**src/rtl/alu_seq_pkg.sv**
```systemverilog
// Shared state encoding and opcode constants for the ALU operation sequencer.
package alu_seq_pkg;

  localparam int OP_W = 3;
  localparam int NUM_OPS = 8;
  localparam logic [OP_W-1:0] LAST_OP = OP_W'(NUM_OPS - 1);

  typedef enum logic [1:0] {
    S_IDLE,
    S_EXEC,
    S_DWELL,
    S_DONE
  } seq_state_t;

endpackage

```
**src/rtl/seq_dwell_timer.sv**
```systemverilog
// Loadable down-counter that measures how long each captured ALU result is held.
module seq_dwell_timer
  import alu_seq_pkg::*;
#(
  parameter int DWELL = 3
) (
  input  logic clk,
  input  logic reset,
  input  logic load,
  input  logic en,
  output logic zero
);

  localparam int CW = $clog2(DWELL + 1);
  localparam logic [CW-1:0] LOAD_VAL = CW'(DWELL - 1);

  logic [CW-1:0] count;

  // Loading DWELL-1 gives exactly DWELL cycles before zero is seen.
  always_ff @(posedge clk or negedge reset) begin
    if (!reset) begin
      count <= '0;
    end else if (load) begin
      count <= LOAD_VAL;
    end else if (en && (count != '0)) begin
      count <= count - CW'(1);
    end
  end

  assign zero = (count == '0);

endmodule

```
**src/rtl/alu_op_sequencer.sv**
```systemverilog
// Sequences the shared ALU through one opcode or a full 0..7 sweep, holding each result.
// Optional abort input enabled by defining ALU_SEQ_ABORT_EN.
module alu_op_sequencer
  import alu_seq_pkg::*;
#(
  parameter int W     = 12,
  parameter int RW    = 24,
  parameter int DWELL = 3
) (
  input  logic            clk,
  input  logic            reset,
  input  logic            start,
  input  logic            sweep,
  input  logic [W-1:0]    x_in,
  input  logic [W-1:0]    y_in,
  input  logic [OP_W-1:0] op_in,
`ifdef ALU_SEQ_ABORT_EN
  input  logic            abort,
`endif
  output logic [W-1:0]    alu_x,
  output logic [W-1:0]    alu_y,
  output logic [OP_W-1:0] alu_op,
  input  logic [RW-1:0]   alu_res,
  output logic [RW-1:0]   res,
  output logic [OP_W-1:0] res_op,
  output logic            res_valid,
  output logic            busy,
  output logic            done
);

  seq_state_t state;
  seq_state_t state_next;
  logic       sweep_q;
  logic       abort_req;
  logic       dwell_load;
  logic       dwell_en;
  logic       dwell_zero;

`ifdef ALU_SEQ_ABORT_EN
  assign abort_req = abort;
`else
  assign abort_req = 1'b0;
`endif

  seq_dwell_timer #(
    .DWELL(DWELL)
  ) u_dwell_timer (
    .clk  (clk),
    .reset(reset),
    .load (dwell_load),
    .en   (dwell_en),
    .zero (dwell_zero)
  );

  always_ff @(posedge clk or negedge reset) begin
    if (!reset) begin
      state <= S_IDLE;
    end else begin
      state <= state_next;
    end
  end

  always_comb begin
    state_next = state;
    dwell_load = 1'b0;
    dwell_en   = 1'b0;
    case (state)
      S_IDLE: begin
        if (start) state_next = S_EXEC;
      end
      S_EXEC: begin
        dwell_load = 1'b1;
        state_next = abort_req ? S_DONE : S_DWELL;
      end
      S_DWELL: begin
        dwell_en = 1'b1;
        if (abort_req) begin
          state_next = S_DONE;
        end else if (dwell_zero) begin
          // Opcode 7 is terminal; the sweep never wraps back to 0.
          state_next = (sweep_q && (alu_op != LAST_OP)) ? S_EXEC : S_DONE;
        end
      end
      S_DONE: begin
        state_next = S_IDLE;
      end
      default: begin
        state_next = S_IDLE;
      end
    endcase
  end

  // Status pulses are decoded from the next state so every output leaves a flop.
  always_ff @(posedge clk or negedge reset) begin
    if (!reset) begin
      alu_x     <= '0;
      alu_y     <= '0;
      alu_op    <= '0;
      sweep_q   <= 1'b0;
      res       <= '0;
      res_op    <= '0;
      res_valid <= 1'b0;
      busy      <= 1'b0;
      done      <= 1'b0;
    end else begin
      busy      <= (state_next != S_IDLE);
      done      <= (state_next == S_DONE);
      res_valid <= (state == S_EXEC) && (state_next == S_DWELL);
      if ((state == S_IDLE) && start) begin
        alu_x   <= x_in;
        alu_y   <= y_in;
        alu_op  <= sweep ? '0 : op_in;
        sweep_q <= sweep;
      end
      if ((state == S_EXEC) && (state_next == S_DWELL)) begin
        res    <= alu_res;
        res_op <= alu_op;
      end
      if ((state == S_DWELL) && (state_next == S_EXEC)) begin
        alu_op <= alu_op + OP_W'(1);
      end
    end
  end

endmodule

```
**config.mk**
```make
export PLATFORM = sky130hd
export DESIGN_NAME = alu_op_sequencer
export DESIGN_NICKNAME = d
export VERILOG_FILES = /design/src/rtl/alu_seq_pkg.sv /design/src/rtl/seq_dwell_timer.sv /design/src/rtl/alu_op_sequencer.sv
export SDC_FILE = /design/constraint.sdc
export NUM_CORES = 1
export LEC_CHECK = 0
export CORE_MARGIN = 3
export CORE_UTILIZATION = 37
export CTS_CLUSTER_DIAMETER = 100
export DETAILED_ROUTE_END_ITERATION = 8
export PLACE_DENSITY = 0.76
export SYNTH_ARGS = -nofsm -noshare
export SYNTH_HDL_FRONTEND = slang
export SYNTH_SLANG_ARGS = --single-unit
```
**constraint.sdc**
```tcl
create_clock -name clk -period 1.6 [get_ports clk]
set_input_delay 0.24 -clock clk [delete_from_list [all_inputs] [get_ports clk]]
set_output_delay 0.24 -clock clk [all_outputs]
set_load 0.03 [all_outputs]
```
==> results.md, run 1 <==
- LEAKAGE: 1.93 nW
- Critical Path End Type: primary output
- Reg area: 1550 sq um
- Kind of critical path: reg -> out
- DRC errors left: 0
- Detailed Route WL: ~5300 um
- Clk sinks: a little over 60
- CP top delay family: buffers and inverters
- Worst skew pair latency: about 0.33 ns
- Critical path buffers and inverters: 1
- Critical path required time: 1.36 ns
- Synth top area share: 0.633
- Root Buffer: clkbuf_8
- Worst path cell trace: clkdlybuf4s50_1
- Period utilization: 0.970
- CTS tree: done
- Largest net degree at the start of global routing: 63
- Vias/cell: ~4.6
- Routability cong.: ~0.70
- Slowest CP cell: clkdlybuf4s50_1
- Power per Cell Area: about 2100 nW/um^2
- Grt ovf: 0
- Crit path setup slack, layout: 0.0476 ns
- Core Box Area: around 6400 sq um
- Max Cap Viol: 0
- Fillers: 520
- Vias in the first global route: 1,768
- Clk slew on worst S/H paths: roughly 0.06 ns
- Nets: about 340
- Post-Place Setup Slack: -0.0981 ns
- Detailed router's first-iteration violation count: 38
- Slew margin rel.: 0.773
- Flop pwr share: 0.337
- Starting density of the core: 0.384
- Clock power frac: 0.134
- Die Y: between 80 and 90 um
- N_diodes: 0
- Netlist cell types: 26
- Die X: 87.4 um
- Unrepaired setup endpoints after global routing: yes
- Leading area contributor after synthesis: dfrtp_1
- Max-slew violations: 0
- Clock buffer depth: 2
- P_int: 4.85 mW
- Area Growth Syn to Fin: 59.6%
- Post-Syn Nets: 210
- Yosys reg bits: 62
- Crit path depth: 1
- Most frequent cells after synthesis: dfrtp_1 (62), mux2_1 (28), mux2_2 (24), buf_6 (4)
- CTS buffer count: 9
- Async SR Flop Fraction: 1.00
- Synthesis Warnings: 0
- Vias post-DR: ~1,700
- Area of the multi-input gates: about 850 sq um
- CP Max Fanout: 1
- Worst hold path class: in -> async
- Synth Cell Area: ~2500 sq um
- Fmax: 644 MHz
- Setup crit start kind: register
- Core Rows: 29
- Top FF cell, synth: dfrtp_1
- Syn Area/Cell: ~16 sq um
- DRT antenna net count: 0
- Hpwl dp: around 3800 um
- Final clock skew: 0.00764 ns
- Total iterations of the first detailed-routing run: 4
- Syn Inst Count: 152
- Count leader, synth: dfrtp_1
- Die ar.: ~7600 sq um
- Slowest stage delay, CP: approximately 0.67 ns
- Fin Setup TNS: 0 ns
- Min cycle time layout: roughly 1.6 ns
- Worst Max-Slew Pin Slew: between 0.3 and 0.4 ns
- Antenna violations before repair: 0
- Psw: roughly 3.4 mW
- GRT Overall Usage: 0.140
- Worst Reg-to-Reg Cells: 6
- Post-synth EDFFs: 0
- Status: finished, final reports clean
- Hold Violations, Final: 0
- Final setup viols: 0
- Main area contributors after synthesis: dfrtp_1 (63%), mux2_1 (13%), mux2_2 (11%), buf_6 (1.8%), ha_1 (1.5%)
- Comb pwr share: 0.529
- Port Buffers: about 110
- First-pass GRT wire length: about 8300 um
- Average routed wire per standard cell: roughly 15 um
- VDD IR max: approximately 1.2 mV
- Register area share after synthesis: 0.633
- Layout cell share with drive strength beyond 1: 0.187
- Switch share: 0.409
- Top Ports: around 110
- Htree depth: 3
- CP arrival: roughly 1.3 ns
[through the flow]
stage                     power (mW)  utilization  instance area, sq um  hold WS, ns  std cells
after global routing            8.70        0.612                  3910        0.486        360
after floorplan                 5.54            -                  2460      -0.0556        152
final                           8.20        0.612                  3910        0.452        360
after detailed placement        7.52        0.580                  3700        0.277        343
after global placement          7.40        0.580                  3700        0.274        343
after CTS                       8.37        0.600                  3830        0.452        360
[flip-flops by register name, summed over array words and instances, names as in the netlist]
signal and count:
state 2, sweep_q 1, alu_op 3, busy 1
alu_x 12, res 24, u_dwell_timer.count 2, res_op 3
res_valid 1, alu_y 12, done 1
[routing by layer]
metal / vias to the layer above / track usage / routed length [um]
li1: 789 / - / -
met1: 801 / 0.172 / 2140
met2: 60 / 0.226 / 2620
met3: 6 / 0.0435 / 451
met4: 0 / 0.0628 / 55
met5: - / 0 / 0
[timing repair]
item / in CTS / in global routing
hold endpoints to repair: 62 / 0
setup buffers: 0 / 0
setup endpoints to repair: 31 / 28
pin swaps: 0 / 2
hold buffers: 1 / 0
gates resized for setup: 31 / 27
[cell families after synthesis]
logic type / synth area share
multiplexers: 0.247
AND/OR/NAND/NOR: 0.0398
adder cells (fa/ha/maj): 0.0153
buffers and inverters: 0.0337
AO/OA/AOI/OAI: 0.0311
flip-flops: 0.633
[layout by cell type, fill, tap and decap left out, types with 3 or more instances in the layout]
cell	netlist	final
a221o_1	3	3
buf_4	2	7
dlymetal6s2s_1	0	24
clkbuf_1	0	5
dlygate4sd2_1	0	31
mux2_1	28	28
clkdlybuf4s50_1	0	55
dfrtp_1	62	60
mux2_2	24	24
buf_12	0	3
clkbuf_8	0	9
[area by class of cell]
class / count / share of cell area
inverter: 2 / 0.00192
clock inverter: 2 / 0.00256
tap: 77 / 0.0246
clock buffer: 14 / 0.0365
multi-input combinational: 81 / 0.218
sequential: 62 / 0.397
timing repair buffer: 122 / 0.320
[power by group through the flow]
stage	Clock, mW	Combinational [mW]	Sequential (mW)
4_1_cts	1.16	4.44	2.78
5_1_grt	1.21	4.61	2.88
6_report	1.10	4.33	2.76
2_1_floorplan	0	1.34	4.20
3_3_place_gp	0	4.63	2.78
3_5_place_dp	0	4.71	2.81
[worst paths after layout]
path	start	end	slack [ns]
setup / recovery	busy	busy	0.05
hold / removal	reset	res[8]	0.45
setup reg to reg	alu_op[1]	busy	0.06
hold reg to reg	res[4]	res[4]	0.48
max in group asynchronous	reset	alu_op[0]	0.85
min in group clk	res[4]	res[4]	0.48
No activity file was read; power rests on OpenSTA's default activity.
==> inputs of run 2 (changes only) <==
ABC_CLOCK_PERIOD_IN_PS = 1600   (was not set)
==> results of run 2 <==
The final DEF is identical to that of run 1; final timing and power are the same.
